==> src/rtl/mcp3_decoder_pipe.sv <==
// Binary-index to one-hot / thermometer decoder with a two-entry output pipeline
// (output register plus skid register) and a saturating out-of-range counter.
module mcp3_decoder_pipe #(
    parameter int DIN_WIDTH  = 4,
    parameter int DOUT_WIDTH = 16
) (
    input  logic                  clock,
    input  logic                  reset,
    input  logic                  din_valid,
    output logic                  din_ready,
    input  logic [DIN_WIDTH-1:0]  din,
    input  logic                  din_mode,
    output logic                  dout_valid,
    input  logic                  dout_ready,
    output logic [DOUT_WIDTH-1:0] dout,
    output logic                  dout_err,
    output logic [15:0]           err_count
);

    generate
        if (DOUT_WIDTH < 1 || DOUT_WIDTH > (1 << DIN_WIDTH)) begin : g_bad_width
            $error("mcp3_decoder_pipe: DOUT_WIDTH must lie in 1..2**DIN_WIDTH");
        end
    endgenerate

    typedef enum logic [1:0] {
        EMPTY = 2'd0,
        ONE   = 2'd1,
        TWO   = 2'd2
    } state_t;

    localparam logic [DOUT_WIDTH-1:0] UNIT = DOUT_WIDTH'(1);

    state_t                  state_q, state_d;
    logic [DOUT_WIDTH-1:0]   out_vec_q, out_vec_d;
    logic                    out_err_q, out_err_d;
    logic [DOUT_WIDTH-1:0]   skid_vec_q, skid_vec_d;
    logic                    skid_err_q, skid_err_d;
    logic [15:0]             err_count_q, err_count_d;

    logic [DOUT_WIDTH-1:0]   onehot;
    logic [DOUT_WIDTH-1:0]   dec_vec;
    logic                    dec_err;
    logic                    accept;
    logic                    emit;

    // Thermometer is (1 << (din+1)) - 1; at din = DOUT_WIDTH-1 the shift wraps
    // to zero and the subtraction yields all ones, which is the wanted result.
    always_comb begin
        onehot  = UNIT << din;
        dec_err = (32'(din) >= 32'(DOUT_WIDTH));
        dec_vec = '0;
        if (!dec_err) begin
            dec_vec = din_mode ? ((onehot << 1) - UNIT) : onehot;
        end
    end

    assign din_ready  = !reset && (state_q != TWO);
    assign dout_valid = (state_q != EMPTY);
    assign dout       = out_vec_q;
    assign dout_err   = out_err_q;
    assign err_count  = err_count_q;

    assign accept = din_valid && din_ready;
    assign emit   = dout_valid && dout_ready;

    always_comb begin
        state_d     = state_q;
        out_vec_d   = out_vec_q;
        out_err_d   = out_err_q;
        skid_vec_d  = skid_vec_q;
        skid_err_d  = skid_err_q;
        err_count_d = err_count_q;

        case (state_q)
            EMPTY: begin
                if (accept) begin
                    state_d   = ONE;
                    out_vec_d = dec_vec;
                    out_err_d = dec_err;
                end
            end
            ONE: begin
                if (accept && emit) begin
                    out_vec_d = dec_vec;
                    out_err_d = dec_err;
                end else if (accept) begin
                    state_d    = TWO;
                    skid_vec_d = dec_vec;
                    skid_err_d = dec_err;
                end else if (emit) begin
                    state_d = EMPTY;
                end
            end
            TWO: begin
                // din_ready is low here, so only the skid-to-output move can occur.
                if (emit) begin
                    state_d   = ONE;
                    out_vec_d = skid_vec_q;
                    out_err_d = skid_err_q;
                end
            end
            default: begin
                state_d = EMPTY;
            end
        endcase

        if (accept && dec_err && (err_count_q != '1)) begin
            err_count_d = err_count_q + 16'd1;
        end
    end

    always_ff @(posedge clock) begin
        if (reset) begin
            state_q     <= EMPTY;
            out_vec_q   <= '0;
            out_err_q   <= 1'b0;
            skid_vec_q  <= '0;
            skid_err_q  <= 1'b0;
            err_count_q <= '0;
        end else begin
            state_q     <= state_d;
            out_vec_q   <= out_vec_d;
            out_err_q   <= out_err_d;
            skid_vec_q  <= skid_vec_d;
            skid_err_q  <= skid_err_d;
            err_count_q <= err_count_d;
        end
    end

endmodule

==> config.mk <==
export PLATFORM = sky130hd
export DESIGN_NAME = mcp3_decoder_pipe
export DESIGN_NICKNAME = d
export VERILOG_FILES = /design/src/rtl/mcp3_decoder_pipe.sv
export SDC_FILE = /design/constraint.sdc
export NUM_CORES = 1
export LEC_CHECK = 0
export BUFFER_PORTS_ARGS = -buffer_cell sky130_fd_sc_hd__buf_2
export CAP_MARGIN = 0
export CORE_ASPECT_RATIO = 1.4
export CORE_MARGIN = 3
export CORE_UTILIZATION = 49
export DETAILED_ROUTE_END_ITERATION = 8
export PLACE_DENSITY_LB_ADDON = 0.08
export REMOVE_ABC_BUFFERS = 1
export SLEW_MARGIN = 20
export SYNTH_ARGS = -nofsm -noshare
export SYNTH_HDL_FRONTEND = slang
export SYNTH_SLANG_ARGS = --single-unit
export TNS_END_PERCENT = 5
==> constraint.sdc <==
create_clock -name clock -period 2.4 [get_ports clock]
set_clock_uncertainty 0.2 [all_clocks]
set_input_delay 0.48 -clock clock [delete_from_list [all_inputs] [get_ports clock]]
set_output_delay 0.48 -clock clock [all_outputs]
set_load 0.005 [all_outputs]
[After elaboration in Yosys (flattened, before gate mapping)]
Cells that the tools add are included.
Storage, ports and cells
  bits of input ports: 9
  word-level logic and storage cells: 41
  bits in registers: 35
Cells by class
  add/subtract/negate cells: 1
  reductions and logical operators: 11
  equal/unequal tests: 8
  shifts and indexed selects: 1
  muxes and demuxes: 15
  bitwise operators: 1
Operators by type and width (number)
  $mux W16: 4
  $pmux W16 S3: 1
  $shl A1 B4 Y16 const A: 1
  $sub A16 B1 Y16 const B: 1
  $mux W2: 5
  $ne A2 B2 Y1 const B: 5
  $reduce_and A4 Y1: 2
  $pmux W2 S3: 1
  $logic_and A1 B1 Y1: 4
  $mux W1: 3
  $ne A3 B3 Y1 const B: 1
  $pmux W1 S3: 1
  $reduce_and A3 Y1: 1
  $reduce_bool A3 Y1: 1
  $eq A2 B1 Y1 const B: 1
  $eq A2 B2 Y1 const B: 1
  $logic_not A2 Y1: 1
  $reduce_bool A2 Y1: 1
  $logic_not A1 Y1: 1
  $not A1 Y1: 1

[Longest topological paths before layout]
  depth in word-level cells: 6
  mapped depth: 8
  mapped depth without buffers: 7

[Least setup slack after synthesis]
OpenSTA, ideal clock, no wires.
  kind: input port to flip-flop
  start point: input din[3]
  end point: register out_vec_q[7] (netlist: dout[7])
  setup slack: 73 ps
  library setup time: 96 ps
  cell stages on the path: 8
  data arrival time: 2032 ps
  path through: buf_2 > nor2_1 > nand3b_1 > ha_1 > nand2b_1 > mux2i_1 > a211oi_1 > o41ai_2
On the way
  cells in the longest elaborated chain, start to end: 5
Ends and longest elaborated chain
  start: declaration: RTL line 11  | input logic [DIN_WIDTH-1:0] din,
  $shl A1 B4 Y16 (*): RTL line 50  | onehot = UNIT << din;
  $sub A16 B1 Y16: RTL line 54  | dec_vec = din_mode ? ((onehot << 1) - UNIT) : onehot;
  $mux W16 (*): RTL line 54
  $mux W16, on equally long branches: RTL line 84, 77
  $pmux W16 S3 (*): RTL line 75  | case (state_q)
  end signal: assignment: RTL line 123  | out_vec_q <= out_vec_d;
  end: declaration: RTL line 35  | logic [DOUT_WIDTH-1:0] out_vec_q, out_vec_d;
Mark *: on every way between the ends. The rest lies on a longest branch, timed or not. The select of a mux whose other input is x is not followed.
A chain may end at the register's enable or synchronous reset.

[Worst setup path after layout]
Same ends and word-level chain as after synthesis.

==> impl_metrics.toml <==
[outcome]
outcome = "finished, final reports clean"

[drt]
dr_wl_met3_um = 152
first_pass_iters = 4
wl_per_cell_um = 13.7
vias = 1626
remaining_drc_errors = 0
wl_met2_um = 2070
drtIter0Drc = 34
routed_wl_um = 4100
ant_nets = 0
wl_met1_um = 1800
top_layer_used = "met4"
via_per_inst = 5.42

[min_path]
hold_path.class = "reg2reg"

[layout]
drive_gt1_share_pct = 22.5
final_common_cell = "nor2_1"
area_delta_synth_final_pct = 8.39
n_antenna_cell = 0
final_cell_mix = "nor2_1, dfxtp_1, buf_2"
layout.nets = 267

[clock_network]
path_clk_slew_ns = 0.07
cts_tree = "built"
root_buffer = "clkbuf_8"
ctsHtreeMaxLevel = 2
clock-sinks = 34
post_cts_buffers = 0
cts_hold_repair.buffers = 0
clock_path_buffers = 2
clkLatencyLatePin_ns = 0.29
post_cts_resized = 0
cts_made_buffers = 5

[grt]
grt_start_max_net_pins = 39
overflow = 0
first_global_vias = 1558
grtUsageTotal_pct = 18.7
grt_antenna_before_repair = 0
grt_pass1_wl_um = 7040

[yosys]
synth_edf_count = 0
synth_top_flop_cell = "dfxtp_1"
netlist_instances = 235
syn-cell-area_sq_um = 2000
ys_warn_count = 0
avgSynthCellArea_sq_um = 8.51
synthArstFlopShare_pct = 0
yosysSeqAreaShare_pct = 34.0
synth.distinct_cells = 44
yosys_register_bits = 34

[worst_setup_path]
crit_path_max_incr_delay_ns = 0.37
critPathSlowestCell = "mux2i_1"
arrival_ns = 2.12
path_buf_inv = 1
path_delay_family = "simple AND/OR/NAND/NOR gates"
crit_required_ns = 2.39
crit_type = "in2reg"
cp-start-kind = "input port"
cp_cell_sequence = "buf_2, nor2_1, nand3b_1, ha_1, nand2b_1, mux2i_1, a211oi_1, o41ai_2"
end_kind = "flop"
critPathMaxFanout = 5

[floorplanning]
die_h_um = 81.6
initial_utilization_pct = 53.0
rows = 26
core_sq_um = 3770
dieArea_sq_um = 4890
die_w_um = 60.0
io-pin-count = 44

[sta]
finalSetupViolCount = 0
fin_setup_tns_ns = 0
max_freq_mhz = 470
worst_slew_margin_rel_pct = 66.7
min_period_ns = 2.13
slew_violations = 0
tightest_slew_ns = 0.493
rsz0062_at_grt = "no"
hold_viol_final = 0
hold_ws_ns = 0.249
timing.final.crit_share_pct = 88.6

[power]
max-vdd-ir-drop_mv = 0.357
power_density_nw_per_um2 = 586
p_leak_nw = 0.896

[placement]
hpwl_um = 2740
port_buffers = 26
place.gp.congestion = 0.758

[run]
maxCapViolCount = 0
==> final timing paths <==
| kind | from | end | slack, ns | cells past startpoint |
|---|---|---|---|---|
| max | din[3] | dout[7]$_SDFFE_PP0P_ | 0.27 | 8 |
| min reg2reg | dout[0]$_SDFFE_PP0P_ | dout[0]$_SDFFE_PP0P_ | 0.25 | 2 |
| min | dout[0]$_SDFFE_PP0P_ | dout[0]$_SDFFE_PP0P_ | 0.25 | 2 |
| max reg2reg | state_q[1]$_SDFFE_PP0P_ | dout[10]$_SDFFE_PP0P_ | 0.61 | 4 |
==> worst min-delay path, delay by kind of cell (launching register included) <==
| kind | cells | cell delay, ns |
|---|---|---|
| compound gates | 1 | 0.05 |
| flops | 1 | 0.31 |
| simple gates | 1 | 0.05 |
==> cells by family (layout without fill, tap and decap cells) <==
family	after synthesis	in the layout	share of synthesized area, %
AND/OR/NAND/NOR	90	90	22.2
multiplexers	13	13	6.51
flip-flops	34	34	34.0
other	1	17	0.188
AO/OA/AOI/OAI	56	56	22.8
XOR/XNOR	1	1	0.438
adder cells (fa/ha/maj)	1	1	0.626
buffers and inverters	39	46	13.3
==> Yosys cell counts, drive strengths merged (4+ instances only) <==
cell type / instances / area [sq um]
nand2b: 6 / 37.5
buf: 31 / 235
a211oi: 16 / 133
nor3: 4 / 20.0
nand3b: 6 / 45.0
o41ai: 4 / 57.6
clkbuf: 7 / 26.3
a311oi: 5 / 43.8
nand2: 22 / 82.6
nor2: 40 / 150
dfxtp: 34 / 681
a211o: 4 / 36.3
mux2i: 13 / 130
a21oi: 15 / 82.6
==> metrics by stage <==
| step | std cells | utilization, % | area (sq um) | setup slack [ns] | power [mW] |
|---|---|---|---|---|---|
| finish | 300 | 57.4 | 2170 | 0.273 | 1.27 |
| global route | 300 | 57.4 | 2170 | 0.0551 | 1.34 |
| CTS | 300 | 57.4 | 2170 | 0.274 | 1.30 |
| detailed placement | 292 | 55.0 | 2080 | -0.0207 | 0.847 |
| global placement | 292 | 55.0 | 2080 | 0.0285 | 0.846 |
| floorplan | 213 | - | 1800 | 0.207 | 0.750 |
==> layout make-up <==
type | count | area [sq um]
inverter | 1 | 3.75
timing repair buffer | 37 | 225
clock inverter | 1 | 5.00
fill | 373 | 1610
sequential | 34 | 681
multi-input combinational | 178 | 1110
clock buffer | 7 | 86.3
tap | 42 | 52.6
==> registers in the layout (all words and copies together) (netlist names) <==
register / count
dout: 16
skid_vec_q: 16
state_q: 2
==> power breakdown <==
group	total (mW)	internal (mW)	leakage [nW]	switching [mW]
Combinational	0.225	0.0959	0.571	0.129
Sequential	0.608	0.593	0.277	0.0159
Clock	0.436	0.231	0.0482	0.204
==> layer usage <==
metal	global-route usage, %	vias to the layer above
li1	-	840
met1	22.1	751
met3	3.77	5
met2	31.8	30
met4	8.65	0
met5	0	-
No activity file was read; power rests on OpenSTA's default activity.
